--- src/rtl/global_typs_pkg.sv ---
// Shared types and constants for the UDP transmit path.
//   tx_data_type        : one byte lane with valid/last qualifiers
//   udp_tx_header_type  : header latched from the UDP transmit port
//   udp_tx_type         : UDP transmit port (header + byte lane)
//   ipv4_tx_header_type : request header handed to the IPv4 layer
//   ipv4_tx_type        : IPv4 transmit port (header + byte lane)
//   tx_result_t         : transmit status reported by each layer
package global_typs_pkg;

    localparam int         LEN_W         = 16;
    localparam int         UDP_HDR_BYTES = 8;
    localparam logic [7:0] IP_PROTO_UDP  = 8'h11;

    typedef enum logic [1:0] {
        IDLE    = 2'd0,
        SENDING = 2'd1,
        SENT    = 2'd2,
        ERR     = 2'd3
    } tx_result_t;

    typedef struct packed {
        logic [7:0] data_out;
        logic       data_out_valid;
        logic       data_out_last;
    } tx_data_type;

    typedef struct packed {
        logic [31:0]      dst_ip_addr;
        logic [15:0]      dst_port;
        logic [15:0]      src_port;
        logic [LEN_W-1:0] data_length;
        logic [15:0]      checksum;
    } udp_tx_header_type;

    typedef struct packed {
        udp_tx_header_type hdr;
        tx_data_type       data;
    } udp_tx_type;

    typedef struct packed {
        logic [7:0]       protocol;
        logic [LEN_W-1:0] data_length;
        logic [31:0]      dst_ip_addr;
    } ipv4_tx_header_type;

    typedef struct packed {
        ipv4_tx_header_type hdr;
        tx_data_type        data;
    } ipv4_tx_type;

    // Wire order of the 8-byte UDP header, big-endian fields.
    function automatic logic [7:0] hdr_byte(input logic [2:0]  idx,
                                            input logic [15:0] src,
                                            input logic [15:0] dst,
                                            input logic [15:0] len,
                                            input logic [15:0] csum);
        logic [7:0] b;
        case (idx)
            3'd0:    b = src[15:8];
            3'd1:    b = src[7:0];
            3'd2:    b = dst[15:8];
            3'd3:    b = dst[7:0];
            3'd4:    b = len[15:8];
            3'd5:    b = len[7:0];
            3'd6:    b = csum[15:8];
            default: b = csum[7:0];
        endcase
        return b;
    endfunction

endpackage

--- src/rtl/udp_tx_framer_hdr_serializer.sv ---
// udp_hdr_serializer: walks the 8 UDP header bytes in wire order.
//   clk, reset          : clock, async active-high reset
//   i_load              : restart at byte 0 (new frame)
//   i_advance           : current byte was accepted downstream
//   i_src_port .. i_checksum : header fields (held stable by the parent)
//   o_byte              : header byte at the current index
//   o_last              : current byte is the 8th header byte
//   o_done              : all 8 bytes have been accepted
module udp_hdr_serializer
    import global_typs_pkg::*;
(
    input  logic        clk,
    input  logic        reset,
    input  logic        i_load,
    input  logic        i_advance,
    input  logic [15:0] i_src_port,
    input  logic [15:0] i_dst_port,
    input  logic [15:0] i_len,
    input  logic [15:0] i_checksum,
    output logic [7:0]  o_byte,
    output logic        o_last,
    output logic        o_done
);

    logic [2:0] r_idx;
    logic       r_done;

    always_ff @(posedge clk or posedge reset) begin
        if (reset) begin
            r_idx  <= '0;
            r_done <= 1'b0;
        end else if (i_load) begin
            r_idx  <= '0;
            r_done <= 1'b0;
        end else if (i_advance && !r_done) begin
            // Index stays on the final byte; done marks it consumed.
            if (r_idx == 3'(UDP_HDR_BYTES - 1)) begin
                r_done <= 1'b1;
            end else begin
                r_idx <= r_idx + 3'd1;
            end
        end
    end

    assign o_byte = hdr_byte(r_idx, i_src_port, i_dst_port, i_len, i_checksum);
    assign o_last = (r_idx == 3'(UDP_HDR_BYTES - 1));
    assign o_done = r_done;

endmodule

--- src/rtl/udp_tx_framer.sv ---
// udp_tx_framer: UDP transmit framer between the UDP port and the IPv4 layer.
// Latches the UDP header, requests an IPv4 frame (protocol UDP, length
// payload+8), emits the 8 header bytes, then passes payload through with
// zero latency while checking the payload length against the header.
//   clk, reset             : clock, async active-high reset
//   udp_tx_start, udp_txi  : frame start pulse, header and payload lane in
//   udp_tx_result          : IDLE/SENDING/SENT/ERR status
//   udp_tx_data_out_ready  : upstream payload byte accepted (with valid)
//   ip_tx_start, ip_tx     : IPv4 request pulse, header and byte lane out
//   ip_tx_result           : status from the IPv4 layer
//   ip_tx_data_out_ready   : IPv4 layer accepts the ip_tx byte
//   o_dbg_state            : current FSM state
// Handshake: a byte moves on a rising edge where valid and ready are both
// high; valid never waits on ready, and a presented byte is held until taken.
module udp_tx_framer
    import global_typs_pkg::*;
(
    input  logic        clk,
    input  logic        reset,
    input  logic        udp_tx_start,
    input  udp_tx_type  udp_txi,
    output tx_result_t  udp_tx_result,
    output logic        udp_tx_data_out_ready,
    output logic        ip_tx_start,
    output ipv4_tx_type ip_tx,
    input  tx_result_t  ip_tx_result,
    input  logic        ip_tx_data_out_ready,
    output logic [2:0]  o_dbg_state
);

    typedef enum logic [2:0] {
        ST_IDLE  = 3'd0,
        ST_HDR   = 3'd1,
        ST_PAY   = 3'd2,
        ST_DRAIN = 3'd3,
        ST_DONE  = 3'd4
    } state_t;

    state_t             r_state, w_state_next;
    tx_result_t         r_result, w_result_next;
    logic [LEN_W-1:0]   r_cnt, w_cnt_next;
    logic [LEN_W-1:0]   w_cnt_inc;
    logic               w_len_hit;
    logic               r_ip_start;
    logic [15:0]        r_src, r_dst, r_csum;
    logic [LEN_W-1:0]   r_len;
    ipv4_tx_header_type r_ip_hdr;
    logic               w_start_ok;
    logic               w_hdr_adv;
    logic [7:0]         w_ser_byte;
    logic               w_ser_last;
    logic               w_ser_done;
    tx_data_type        w_ip_data;
    logic               w_udp_ready;

    assign w_start_ok = (r_state == ST_IDLE) && udp_tx_start;
    // 1-based index of the payload byte currently on the lane.
    assign w_cnt_inc  = r_cnt + LEN_W'(1);
    assign w_len_hit  = (w_cnt_inc == r_len);

    udp_hdr_serializer u_hdr_ser (
        .clk        (clk),
        .reset      (reset),
        .i_load     (w_start_ok),
        .i_advance  (w_hdr_adv),
        .i_src_port (r_src),
        .i_dst_port (r_dst),
        .i_len      (r_ip_hdr.data_length),
        .i_checksum (r_csum),
        .o_byte     (w_ser_byte),
        .o_last     (w_ser_last),
        .o_done     (w_ser_done)
    );

    always_ff @(posedge clk or posedge reset) begin
        if (reset) begin
            r_state <= ST_IDLE;
        end else begin
            r_state <= w_state_next;
        end
    end

    always_ff @(posedge clk or posedge reset) begin
        if (reset) begin
            r_result   <= IDLE;
            r_cnt      <= '0;
            r_ip_start <= 1'b0;
            r_src      <= '0;
            r_dst      <= '0;
            r_csum     <= '0;
            r_len      <= '0;
            r_ip_hdr   <= '0;
        end else begin
            r_result   <= w_result_next;
            r_cnt      <= w_cnt_next;
            r_ip_start <= w_start_ok;
            if (w_start_ok) begin
                r_src                <= udp_txi.hdr.src_port;
                r_dst                <= udp_txi.hdr.dst_port;
                r_csum               <= udp_txi.hdr.checksum;
                r_len                <= udp_txi.hdr.data_length;
                r_ip_hdr.protocol    <= IP_PROTO_UDP;
                r_ip_hdr.data_length <= udp_txi.hdr.data_length + LEN_W'(UDP_HDR_BYTES);
                r_ip_hdr.dst_ip_addr <= udp_txi.hdr.dst_ip_addr;
            end
        end
    end

    always_comb begin
        w_state_next  = r_state;
        w_result_next = r_result;
        w_cnt_next    = r_cnt;
        w_ip_data     = '0;
        w_udp_ready   = 1'b0;
        w_hdr_adv     = 1'b0;

        case (r_state)
            ST_IDLE: begin
                if (udp_tx_start) begin
                    w_state_next  = ST_HDR;
                    w_result_next = SENDING;
                    w_cnt_next    = '0;
                end
            end

            ST_HDR: begin
                // The ip_tx_start cycle carries no data byte.
                w_ip_data.data_out       = w_ser_byte;
                w_ip_data.data_out_valid = !r_ip_start && !w_ser_done;
                w_ip_data.data_out_last  = w_ser_last && (r_len == '0);
                if (w_ip_data.data_out_valid && ip_tx_data_out_ready) begin
                    w_hdr_adv = 1'b1;
                    if (w_ser_last) begin
                        if (r_len == '0) begin
                            w_state_next  = ST_DONE;
                            w_result_next = SENT;
                        end else begin
                            w_state_next = ST_PAY;
                        end
                    end
                end
            end

            ST_PAY: begin
                w_ip_data.data_out       = udp_txi.data.data_out;
                w_ip_data.data_out_valid = udp_txi.data.data_out_valid;
                // Last is forced at the declared length and also forwarded
                // from a short upstream frame.
                w_ip_data.data_out_last  = udp_txi.data.data_out_valid &&
                                           (w_len_hit || udp_txi.data.data_out_last);
                w_udp_ready              = ip_tx_data_out_ready;
                if (udp_txi.data.data_out_valid && ip_tx_data_out_ready) begin
                    w_cnt_next = w_cnt_inc;
                    if (udp_txi.data.data_out_last) begin
                        w_state_next  = ST_DONE;
                        w_result_next = w_len_hit ? SENT : ERR;
                    end else if (w_len_hit) begin
                        w_state_next  = ST_DRAIN;
                        w_result_next = ERR;
                    end
                end
            end

            ST_DRAIN: begin
                w_udp_ready = 1'b1;
                if (udp_txi.data.data_out_valid && udp_txi.data.data_out_last) begin
                    w_state_next = ST_DONE;
                end
            end

            ST_DONE: begin
                w_state_next = ST_IDLE;
            end

            default: begin
                w_state_next = ST_IDLE;
            end
        endcase

        // IPv4 layer failure aborts the frame. A zero-length frame has no
        // upstream payload to drain, so it finishes directly.
        if ((ip_tx_result == ERR) &&
            (r_state == ST_HDR || r_state == ST_PAY || r_state == ST_DRAIN)) begin
            w_result_next = ERR;
            if (r_len == '0) begin
                w_state_next = ST_DONE;
            end else if (w_state_next != ST_DONE) begin
                w_state_next = ST_DRAIN;
            end
        end
    end

    assign udp_tx_result         = r_result;
    assign udp_tx_data_out_ready = w_udp_ready;
    assign ip_tx_start           = r_ip_start;
    assign ip_tx.hdr             = r_ip_hdr;
    assign ip_tx.data            = w_ip_data;
    assign o_dbg_state           = r_state;

endmodule
--- config.mk ---
export PLATFORM = sky130hd
export DESIGN_NAME = udp_tx_framer
export DESIGN_NICKNAME = d
export VERILOG_FILES = /design/src/rtl/global_typs_pkg.sv /design/src/rtl/udp_tx_framer_hdr_serializer.sv /design/src/rtl/udp_tx_framer.sv
export SDC_FILE = /design/constraint.sdc
export NUM_CORES = 1
export LEC_CHECK = 0
export ABC_AREA = 1
export BUFFER_PORTS_ARGS = -buffer_cell sky130_fd_sc_hd__buf_4
export CORE_MARGIN = 5
export CORE_UTILIZATION = 47
export DETAILED_ROUTE_END_ITERATION = 8
export HOLD_SLACK_MARGIN = 0.15
export PLACE_DENSITY = 0.72
export SLEW_MARGIN = 15
export SYNTH_ARGS = -nofsm -noshare
export SYNTH_HDL_FRONTEND = slang
export SYNTH_SLANG_ARGS = --single-unit
--- constraint.sdc ---
create_clock -name clk -period 5.3 [get_ports clk]
set_input_delay 1.06 -clock clk [delete_from_list [all_inputs] [get_ports clk]]
set_output_delay 1.06 -clock clk [all_outputs]
set_load 0.1 [all_outputs]
# [Word-level counts from Yosys, hierarchy flattened]
# Cells that the tools add are included.
[op_classes] eq_ne=22 n_addsub=3 n_reduce_logical=25 n_mux=36
[ops] op="one-hot mux 8 bit (7 select lines)" count=1
[ops] op="2-to-1 mux 3 bit" count=14
[ops] op="2-to-1 mux 16 bit" count=2
[ops] op="one-hot mux 16 bit (2 select lines)" count=1
[ops] op="one-hot mux 10 bit (2 select lines)" count=1
[ops] op="adder 16 x 1 -> 16 bit, second input constant" count=1
[ops] op="adder 16 x 4 -> 16 bit, second input constant" count=1
[ops] op="== test 16 bit" count=1
[ops] op="zero test 16 bit" count=1
[ops] op="2-to-1 mux 2 bit" count=8
[ops] op="inequality test 3 x 2 -> 1 bit, second input constant" count=5
[ops] op="== test 3 x 2 -> 1 bit, second input constant" count=4
[ops] op="== test 3 bit, second input constant" count=4
[ops] op="one-hot mux 3 bit (4 select lines)" count=1
[ops] op="logical AND 1 bit" count=9
[ops] op="AND reduction 7 bit" count=1
[ops] op="== test 3 x 1 -> 1 bit, second input constant" count=2
[ops] op="zero test 3 bit" count=2
[ops] op="2-to-1 mux 1 bit" count=6
[ops] op="inequality test 2 bit, second input constant" count=3
[ops] op="one-hot mux 2 bit (3 select lines)" count=1
[ops] op="nonzero test 2 bit" count=3
[ops] op="inequality test 4 x 3 -> 1 bit, second input constant" count=1
[ops] op="AND reduction 2 bit" count=2
[ops] op="8 further kinds" count=11
[totals] output_inout_bits=73 ff_bits=139 inputBits=112

# [Depth between registers and ports, before layout]
# Gate-level depths: netlist of run 1.
[depth] ltp_word=10 mapped_depth=17 ltp_nobuf=17

# [Hierarchy]
# Synthesis of run 1 repeated with hierarchy kept, for this count alone.
[hier_totals] cells_unflattened=974 area_unflattened_um2=7258.2
[by_module_without_submodules] module="udp_tx_framer" seq_area_each_um2=3303.2 area_per_inst_um2=6246.0 cells_per_inst=806 n_inst=1
[by_module_without_submodules] module="udp_hdr_serializer" seq_area_each_um2=100.1 area_per_inst_um2=1012.2 cells_per_inst=168 n_inst=1

# [Least setup slack after synthesis of run 1]
# OpenSTA, ideal clock, no wires.
[synth_path] path_kind="register -> output" start="reg u_hdr_ser.r_idx[0]" end="out ip_tx[5] (netlist bit)" setup_slack_ns=0.306 arrival_time_ns=3.934 required_time_ns=4.240 path_stages_with_launch=7 path_cell_list="dfrtp_1 ha_1 ha_1 clkbuf_1 nor4_1 a211oi_1 o21ai_0"
[synth_lines] element="start, declared" line_no="udp_tx_framer_hdr_serializer.sv:25" source="logic [2:0] r_idx;"
[synth_lines] element="start signal, assigned" line_no="udp_tx_framer_hdr_serializer.sv:40" source="r_idx <= r_idx + 3'd1;"
[synth_lines] element="end, declared" line_no="udp_tx_framer.sv:25" source="output ipv4_tx_type ip_tx,"

==> impl_results.md, run 1 <==
- Status: finished, final reports clean
- Crit Reg-Reg Endpoint: r_cnt[10]
- Yosys Warn Count: 0
- Synthesized flop and latch total: ~140
- PortBufs: between 150 and 200
- Post-CTS Hold Fix Bufs: 0
- Sink of the worst hold path: r_dst[13]
- Critical Path AT: roughly 2.7 ns
- Placed wire-length estimate: 15.1 mm
- Num rows: 44
- Post-CTS Setup Bufs: 0
- Hold Startpoint: r_dst[13]
- Final nets: about 1,200
- Final Critical Period: roughly 3.7 ns
- Setup TNS: 0 ns
- Remaining Overflow, GRT: 0
- Routed wire length: 20.3 mm
- Synthesized area: 6960 µm²
- CP delay by family, top: simple AND/OR/NAND/NOR gates
- Cell Int Power: 2980 µW
- DR vias/cell: 5.09
- Critical-path top delay cell: dfrtp_1
- TritonCTS clock tree: yes
- Core ar.: 14,500 µm²
- Crit-path most repeated cell: nand2_1
- Layout cell share with drive strength beyond 1: 21.1%
- Critical Path End Type: output port
- Routability cong.: 0.938
- Critical R2R Launch: o_dbg_state[1]
- Area Overhead vs Synth: 28.9%
- Psw: 3740 µW
- Clock Latency Late Sink: 0.42 ns
- Clock slew at reported path FFs: roughly 0.060 ns
- CP Launch Type: flip-flop
- Longest Clk Path Bufs: 2
- Non-filler cells, final: 1,303
- Num ports: 185
- Per-cell routed wire length: between 15 and 20 µm
- Vias in the first global route: 6,474
- Max Freq: 269 MHz
- Total CTS buffers: 17
- Lkg Pwr: 0.00473 µW
- Fin crit share: 70.1%
- Initial antenna violation count: 0
- CP Data Required Time: 4.24 ns
- Starting Density: a little under half
- Critical path type: reg -> out
- Maxcap violations: 0
- Worst path bufs/invs: 2
- Cells after synthesis: around 940
- Worst vdd ir: 756 µV
- Initial drt markers: 608
- CP Max Fanout: 5
- Comb pwr share: 56.1%
- Post-synthesis cell type count: 36
- Setup violations, final: 0
- First-pass GRT wire length: 33.5 mm
- DR vias: 6,630
- Crit path largest cell delay: between 0.4 and 0.5 ns
- Ordered cell list for the critical path: ha_1, nand3_2, inv_2, nand2_2, nor2_1, nand2_1, nand2_1, nand2_1, nand2_1, nand2_1, nor2_1, nand3_1, nand2_1, nand3_1, nand2_1, buf_4
- Slew @ Worst Pin: approximately 0.9 ns
- Remaining antenna violation count after routing: 0
- GRT Overall Usage: around a quarter
- Hold Path Class: reg -> reg
- Average cell area after synthesis: 7.43 µm²
- Clk sinks: 136
- RSZ-0062 raised after global routing: no
- Pins Over Slew Limit: 0
- Worst clock skew: 0.00629 ns
- Post_cts resized: 0
- Sequential share of the synthesized area: 48.9%
- Root Buffer: clkbuf_16
- R2R Setup Slk: ~2.8 ns
- Pwr per Cell Area: ~750 nW/µm²
- Worst setup margin: 1.58 ns
- Largest net degree at the start of global routing: 101
- DRC Markers: 0
- WHS Path Cells: 2
- Ant diodes: 0
- Fillers: 1,333
- 1st-pass router iterations: 6
- Die Ht: 132 µm
- Placed cells: 1,271
- Dpl ws: 2.05 ns
- Switching share of power: 55.6%
- Die ar.: about 17,000 µm²
- Share of total power in the clock network: 16.9%
- Htree depth: 4
- Final Hold Viols: 0
- Sequential fraction of design power: between 20% and 30%
- R2R cell count: 9
- Slew margin rel.: 39.8%
- DIE WIDTH: approximately 130 µm
cells in the final DEF, fill, tap and decap left out, types with 9 or more instances in the layout:
| cell type | synthesis | routed |
|---|---|---|
| a21oi_1 | 9 | 9 |
| inv_1 | 94 | 93 |
| nand4_1 | 14 | 14 |
| buf_4 | 10 | 183 |
| o21ai_0 | 50 | 50 |
| o22ai_1 | 11 | 11 |
| dfrtp_1 | 136 | 136 |
| nand3_1 | 52 | 52 |
| nor2_1 | 36 | 36 |
| nand2_1 | 419 | 419 |
| clkbuf_16 | 0 | 17 |
metrics by stage:
| step | area [µm²] | total power (µW) | util [%] | hold slack [ns] |
|---|---|---|---|---|
| 3_3_place_gp | 8410 | 5570 | 57.8 | 0.455 |
| 6_report | 8970 | 6720 | 61.7 | 0.469 |
| 5_1_grt | 8970 | 7120 | 61.7 | 0.493 |
| 2_1_floorplan | 6980 | 4660 | - | 0.442 |
| 4_1_cts | 8970 | 6750 | 61.7 | 0.473 |
| 3_5_place_dp | 8410 | 5600 | 57.8 | 0.458 |
power by group through the flow:
stage	registers, µW	clock network, µW	logic [µW]
final	1820	1130	3770
after global routing	1880	1200	4040
after CTS	1820	1150	3780
after detailed placement	1820	0	3780
after global placement	1820	0	3750
after floorplan	3010	0	1650
kinds of logic after synthesis:
kind of cell | share of synthesized area [%]
flip-flops | 48.9
XOR/XNOR | 0.252
AND/OR/NAND/NOR | 32.3
buffers and inverters | 7.94
adder cells (fa/ha/maj) | 1.44
AO/OA/AOI/OAI | 9.11
other | 0.0539
sequential cells by signal, indices dropped and copies added (netlist names):
register	flops
ip_tx	46
ip_tx_start	1
o_dbg_state	3
r_cnt	16
r_csum	16
r_dst	16
r_len	16
r_src	16
u_hdr_ser.o_done	1
u_hdr_ser.r_idx	3
udp_tx_result	2
cell usage after synthesis:
library cell  count  area (µm²)
nor2_4            2        22.5
clkbuf_1         21        78.8
inv_1            94         353
buf_4            10        75.1
o221ai_1          2        17.5
conb_1            1        3.75
and3_1            1        6.26
nand3_2           2        20.0
nand3b_1          2        15.0
a22oi_1           2        15.0
nand3_1          52         260
o21a_1            1        7.51
o21bai_1          1        7.51
nor4_1            2        12.5
nand4_1          14        87.6
a32o_1            1        10.0
ha_1              8         100
dfrtp_1         136        3400
or2_2             2        12.5
a221o_1           1        10.0
buf_2             7        35.0
o21ai_1           3        15.0
o21ai_0          50         250
o31ai_1           2        15.0
nor2_2            8        50.1
nor2_1           36         135
nand2_1         419        1570
inv_2             3        11.3
a21oi_1           9        45.0
o2111ai_1         6        52.6
nand2_2           4        25.0
o211ai_1          8        60.1
nor3_1            6        30.0
a211oi_1          8        60.1
o22ai_1          11        68.8
xor2_1            2        17.5
cell type report:
cell class | count | area [µm²] | area share [%]
flip-flops and latches | 136 | 3400 | 37.9
multi-input cells | 671 | 3030 | 33.8
repair buffers | 183 | 1370 | 15.3
clock buffers | 19 | 443 | 4.94
inverters | 97 | 369 | 4.11
well taps | 184 | 230 | 2.57
clock inverters | 13 | 123 | 1.37
worst min-delay path: cells and delay by family (launching register included):
| family | cells | cell delay, ns |
|---|---|---|
| and+or+nand+nor | 2 | 0.10 |
| DFF | 1 | 0.34 |
metal layers:
metal  vias up  share of wire [%]  GRT usage (%)  wire length, µm
met2       265                 45           36.4             9130
li1       3304                  -              -                -
met4         0                2.7           8.63              542
met3        42                9.8           9.59             1990
met5         -                  0              0                0
met1      3019                 43           31.0             8630
worst max path at each step:
stage | depth (start not counted) | end | slack [ns] | start
global placement | 16 | ip_tx[0] | 2.09 | r_cnt[0]
CTS | 16 | ip_tx[0] | 1.58 | r_cnt[0]
finish | 16 | ip_tx[0] | 1.58 | r_cnt[0]
detailed placement | 16 | ip_tx[0] | 2.05 | r_cnt[0]
floorplan | 6 | ip_tx[5] | 0.31 | u_hdr_ser.r_idx[0]
global route | 16 | ip_tx[0] | 1.28 | r_cnt[0]
Note: power is estimated with default switching activity, not from simulation.
==> inputs of run 2 (changes only) <==
clock period = 3.7 ns   (was 5.3 ns; I/O delays follow)
==> run 2 against run 1 <==
Against the previous run: sequential share of layout area down 0.50 points; first-iteration DRC count down 16%; count of clock-buffer cells in the layout up 1; design area up 1.3%; largest cell class unchanged; global-route usage down 0.15 points; critical endpoint unchanged; sequential cell count unchanged; routed wire length about the same; final cell count up 0.38%; die area unchanged; clock power up 55%; worst setup slack worse by 1.3 ns; clock skew up 0.0019 ns.
==> impl_results.md, run 2 (synthesis gave the netlist of run 1 again) <==
- Critical Path End Type: output port (unchanged)
- Cell Int Power: 4440 µW (was 2980 µW)
- Sequential fraction of design power: 26.6% (was 27.1%)
- Initial antenna violation count: 0 (unchanged)
- Core ar.: 14,500 µm² (unchanged)
- Hold Path Class: in -> async (was reg -> reg)
- Fin crit share: 92.4%
- Per-cell routed wire length: 15.5 µm (was 15.6 µm)
- Critical path endpoint: ip_tx[0] (unchanged)
- Switching share of power: 54.6% (was 55.6%)
- Remaining antenna violation count after routing: 0 (unchanged)
- Share of total power in the clock network: 17.8% (was 16.9%)
- Max reg flops: 46 (unchanged)
- Root Buffer: clkbuf_16 (unchanged)
- Worst clock skew: 0.00815 ns (was 0.00629 ns)
- Clk sinks: 136 (unchanged)
- Wl on met1: 8.59 mm (was 8.63 mm)
- Setup crit start: r_cnt[0] (unchanged)
- Final nets: 1,231 (was 1,226)
- PortBufs: 178 (unchanged)
- Die Ht: 132 µm (unchanged)
- Max Used Layer: met4 (unchanged)
- Fillers: 1,323 (was 1,333)
- Finished Cell Area: 9090 µm² (was 8970 µm²)
- Comb pwr share: 55.5% (was 56.1%)
- 1st-pass router iterations: 5 (was 6)
- Placed wire-length estimate: 15.4 mm (was 15.1 mm)
- Placed Instance Area: 8480 µm² (was 8410 µm²)
- Status: finished, final reports clean (unchanged)
- Pwr per Cell Area: 1080 nW/µm² (was 749 nW/µm²)
- TritonCTS clock tree: yes (unchanged)
- Setup violations, final: 0 (unchanged)
- Final Critical Period: 3.42 ns
- Final Hold Viols: 0 (unchanged)
- Most frequent cells in the layout: 419 x nand2_1, 187 x buf_4, 136 x dfrtp_1, 93 x inv_1, 52 x nand3_1 (was 419 x nand2_1, 183 x buf_4, 136 x dfrtp_1, 93 x inv_1, 52 x nand3_1)
- DR vias: 6,690 (was 6,630)
- Max Freq: 293 MHz
- Critical path type: reg -> out (unchanged)
- DR vias/cell: 5.11 (was 5.09)
- Routability cong.: 0.859 (was 0.938)
- DRC Markers: 0 (unchanged)
- Longest Clk Path Bufs: 2 (unchanged)
- First-pass GRT wire length: 33.7 mm (was 33.5 mm)
- DIE WIDTH: 132 µm (unchanged)
- Slew @ Worst Pin: 0.872 ns (was 0.903 ns)
- Total CTS buffers: 17 (unchanged)
- Largest net degree at the start of global routing: 76 (was 101)
- Fin Hold WS: 0.363 ns (was 0.469 ns)
- Met3 routed WL: 1.82 mm (was 1.99 mm)
- Clock Latency Late Sink: 0.42 ns (about the same)
- Initial drt markers: 513 (was 608)
- Starting Density: 47.9% (unchanged)
- Remaining Overflow, GRT: 0 (unchanged)
- Post-CTS Hold Fix Bufs: 0 (unchanged)
- Slew margin rel.: 41.8% (was 39.8%)
- Setup TNS: 0 ns (unchanged)
- WL met2: 9.41 mm (was 9.13 mm)
- Num ports: 185 (unchanged)
- CP Data Required Time: 2.96 ns (was 4.24 ns)
- Pins Over Slew Limit: 0 (unchanged)
- Lkg Pwr: 0.00479 µW (was 0.00473 µW)
- R2R Setup Slk: 1.13 ns (was 2.77 ns)
- Most common cell after layout, fill and taps aside: nand2_1 (unchanged)
- Layout cell share with drive strength beyond 1: 22.0% (was 21.1%)
- Ant diodes: 0 (unchanged)
- RSZ-0062 raised after global routing: no (unchanged)
- Num rows: 44 (unchanged)
- Critical Path AT: 2.68 ns (was 2.66 ns)
- Worst vdd ir: 1040 µV (was 756 µV)
- Critical R2R Launch: o_dbg_state[1] (unchanged)
- Maxcap violations: 0 (unchanged)
- CP Launch Type: flip-flop (unchanged)
- GRT Overall Usage: 23.8% (was 23.9%)
- Htree depth: 4 (unchanged)
- Clock slew at reported path FFs: 0.06 ns (about the same)
- Area Overhead vs Synth: 30.6% (was 28.9%)
- CP Max Fanout: 5 (unchanged)
- Crit Reg-Reg Endpoint: r_cnt[5] (was r_cnt[10])
- Psw: 5350 µW (was 3740 µW)
- Vias in the first global route: 6,600 (was 6,474)
- Routed wire length: 20.3 mm (about the same)
- R2R cell count: 11 (was 9)
- Die ar.: 17,300 µm² (unchanged)
==> run 2: per-stage QoR <==
step	total power (µW)	setup slack (ns)	util [%]	instances
after detailed placement	8060	0.758	58.4	1276
after global placement	8030	0.815	58.4	1276
after floorplan	6730	-0.226	-	942
final	9800	0.282	62.5	1308
after global routing	10400	0.0385	62.5	1308
after CTS	9840	0.267	62.5	1308
==> run 2: worst min-delay path by stage <==
stage | from | to | slack (ns) | depth (start not counted)
floorplan | r_csum[10] | r_csum[10] | 0.44 | 2
global placement | r_dst[11] | r_dst[11] | 0.45 | 2
detailed placement | r_dst[13] | r_dst[13] | 0.46 | 2
CTS | reset | r_len[1] | 0.37 | 2
global route | reset | ip_tx[51] | 0.41 | 2
finish | reset | ip_tx[58] | 0.36 | 2
==> run 2: critical path: stages, from the launching register on <==
cell	delay, ns
dfrtp_1	0.44
ha_1	0.24
nand3_2	0.14
nor2_2	0.18
nand3_1	0.11
nand2_1	0.09
nand3_1	0.07
nand2_1	0.09
nand3_1	0.09
nor2_2	0.14
nand3_1	0.15
nand2_1	0.09
nand3_1	0.06
nand2_1	0.08
buf_4	0.28
==> run 2: timing repair <==
action / CTS / global route
hold endpoints to repair: 0 / 0
resized for setup: 0 / 1
buffers inserted: 0 / 0
setup endpoints to repair: 0 / 1
==> run 2: power groups by stage <==
stage                     combinational [µW]  sequential [µW]  clock, µW
final                                   5440             2610       1750
after global routing                    5840             2680       1840
after CTS                               5460             2610       1770
after detailed placement                5450             2610          0
after global placement                  5420             2610          0
after floorplan                         2410             4320          0
==> run 2: per-layer routing <==
layer | GRT usage (%) | vias up
met5 | 0 | -
li1 | - | 3324
met1 | 30.9 | 3086
met4 | 7.49 | 0
met3 | 9.17 | 34
met2 | 36.9 | 246
==> run 2: area by class of cell <==
cell class | instances | area [µm²] | share of cell area [%]
Multi-Input combinational cell | 671 | 3060 | 33.6
Inverter | 97 | 368 | 4.05
Timing Repair Buffer | 188 | 1420 | 15.7
Sequential cell | 136 | 3400 | 37.4
Tap cell | 184 | 230 | 2.53
Clock inverter | 12 | 163 | 1.79
Clock buffer | 20 | 447 | 4.91
==> inputs of run 3 (changes only) <==
BUFFER_PORTS_ARGS = not set   (was -buffer_cell sky130_fd_sc_hd__buf_4)
DONT_BUFFER_PORTS = 1   (was not set)
PLACE_DENSITY = not set   (was 0.72)
==> run 3 against run 2 <==
Against the previous run: non-clock buffer count is 149 lower; final cell count is 11% lower; first-iteration DRC count is 30% lower; routed wire length is 4.0% lower; via count is 9.7% lower; count of clock-buffer cells in the layout is 2 lower; fmax is 3.9% higher; register-to-register slack better by 0.15 ns; global-route usage is 1.1 points lower; critical path type unchanged; utilization is 7.1 points lower; design area is 11% lower.
==> impl_results.md, run 3 (synthesis gave the netlist of run 1 again) <==
- PortBufs: 0 (was 178)
- Worst clock skew: 0.00670 ns (was 0.00815 ns)
- Fin Hold WS: 0.348 ns (was 0.363 ns)
- Die ar.: 17,300 µm² (unchanged)
- Critical path type: reg -> out (unchanged)
- Routability cong.: 0.888 (was 0.859)
- Longest Clk Path Bufs: 2 (unchanged)
- Finished Cell Area: 8070 µm² (was 9090 µm²)
- CP Launch Type: flip-flop (unchanged)
- Root Buffer: clkbuf_16 (unchanged)
- Largest net degree at the start of global routing: 126 (was 76)
- CP Data Required Time: 2.96 ns (about the same)
- Final nets: 1,082 (was 1,231)
- Max Freq: 304 MHz (was 293 MHz)
- Setup violations, final: 0 (unchanged)
- Post-CTS Hold Fix Bufs: 0 (unchanged)
- Most common cell after layout, fill and taps aside: nand2_1 (unchanged)
- Area Overhead vs Synth: 15.9% (was 30.6%)
- GRT Overall Usage: 22.6% (was 23.8%)
- Placed Instance Area: 7500 µm² (was 8480 µm²)
- DR vias: 6,042 (was 6,690)
- Total CTS buffers: 17 (unchanged)
- Setup crit start: r_cnt[0] (unchanged)
- Most frequent cells in the layout: 419 x nand2_1, 135 x dfrtp_1, 93 x inv_1, 52 x nand3_1, 42 x o21ai_0 (was 419 x nand2_1, 187 x buf_4, 136 x dfrtp_1, 93 x inv_1, 52 x nand3_1)
- Status: finished, final reports clean (unchanged)
- RSZ-0062 raised after global routing: no (unchanged)
- First-pass GRT wire length: 31.5 mm (was 33.7 mm)
- Critical Path End Type: output port (unchanged)
- Slew @ Worst Pin: 0.967 ns (was 0.872 ns)
- Initial drt markers: 358 (was 513)
- Per-cell routed wire length: 16.8 µm (was 15.5 µm)
- Initial antenna violation count: 0 (unchanged)
- Num ports: 185 (unchanged)
- Num rows: 44 (unchanged)
- Post_cts resized: 0 (unchanged)
- Vias in the first global route: 5,839 (was 6,600)
- Remaining antenna violation count after routing: 0 (unchanged)
- Hold Path Class: in -> async (unchanged)
- DR vias/cell: 5.21 (was 5.11)
- TritonCTS clock tree: yes (unchanged)
- Maxcap violations: 0 (unchanged)
- DRC Markers: 0 (unchanged)
- Fillers: 1,393 (was 1,323)
- Final Critical Period: 3.29 ns (was 3.42 ns)
- Ant diodes: 0 (unchanged)
- Critical R2R Launch: o_dbg_state[1] (unchanged)
- 1st-pass router iterations: 5 (unchanged)
- Placed wire-length estimate: 14.4 mm (was 15.4 mm)
- Critical Path AT: 2.55 ns (was 2.68 ns)
- Clk sinks: 136 (unchanged)
- Slew margin rel.: 35.5% (was 41.8%)
- Pins Over Slew Limit: 0 (unchanged)
- Clock Latency Late Sink: 0.43 ns (was 0.42 ns)
- Final Hold Viols: 0 (unchanged)
- Dpl ws: 0.881 ns (was 0.758 ns)
- Max reg flops: 46 (unchanged)
- Clock slew at reported path FFs: 0.06 ns (about the same)
- Htree depth: 4 (unchanged)
- Die Ht: 132 µm (unchanged)
- Remaining Overflow, GRT: 0 (unchanged)
- DIE WIDTH: 132 µm (unchanged)
- Routed wire length: 19.5 mm (was 20.3 mm)
- Starting Density: 47.9% (unchanged)
- Post-CTS Setup Bufs: 0 (unchanged)
- CP Max Fanout: 5 (unchanged)
- Worst setup margin: 0.411 ns (was 0.282 ns)
- Core ar.: 14,500 µm² (unchanged)
- Layout cell share with drive strength beyond 1: 10.5% (was 22.0%)
- Fin crit share: 88.9% (was 92.4%)
==> run 3: path summary, 6_finish.rpt <==
check | depth (start not counted) | slack, ns | to
max | 16 | 0.41 | ip_tx[0]
min | 1 | 0.35 | ip_tx[34]
max reg2reg | 11 | 1.28 | udp_tx_result[0]
min reg2reg | 2 | 0.47 | r_dst[8]
max in group asynchronous | 2 | 2.56 | r_dst[7]
min in group clk | 1 | 0.41 | ip_tx[55]
==> run 3: layer usage <==
| metal | wire [µm] | track usage [%] | part of all wire, % |
|---|---|---|---|
| met1 | 8210 | 29.1 | 42 |
| met2 | 9080 | 35.2 | 47 |
| met3 | 1740 | 8.64 | 8.9 |
| met4 | 445 | 7.77 | 2.3 |
| met5 | 0 | 0 | 0 |
==> run 3: stage by stage <==
stage          setup TNS [ns]  instances  util (%)
2_1_floorplan          -0.226        942         -
3_3_place_gp                0       1127      51.6
3_5_place_dp                0       1127      51.6
4_1_cts                     0       1159      55.5
5_1_grt                     0       1159      55.5
6_report                    0       1159      55.5
==> run 3: area by class of cell <==
| type | instances | area, µm² | area share [%] |
|---|---|---|---|
| inverters | 97 | 368 | 4.56 |
| flip-flops and latches | 136 | 3400 | 42.2 |
| clock inverters | 14 | 140 | 1.74 |
| multi-input cells | 671 | 3060 | 38.0 |
| well taps | 184 | 230 | 2.85 |
| repair buffers | 39 | 430 | 5.34 |
| clock buffers | 18 | 429 | 5.32 |
==> run 3: worst max-delay path: stages (launching register included) <==
cell and delay, ns:
dfrtp_1 0.43, ha_1 0.22, nand3_2 0.13, inv_2 0.14, nand2_2 0.07, nor2_1 0.09, nand2_1 0.07, nand2_1 0.08
nand2_1 0.05, nand2_1 0.07, nand2_1 0.05, nor2_1 0.13, nand3_1 0.14, nand2_1 0.09, nand3_1 0.06, nand2_1 0.12
buf_12 0.18
Power of run 3 is left out: the tool's default activity adds up to more than one toggle a clock period on the data nets, which glitch-free logic cannot reach.
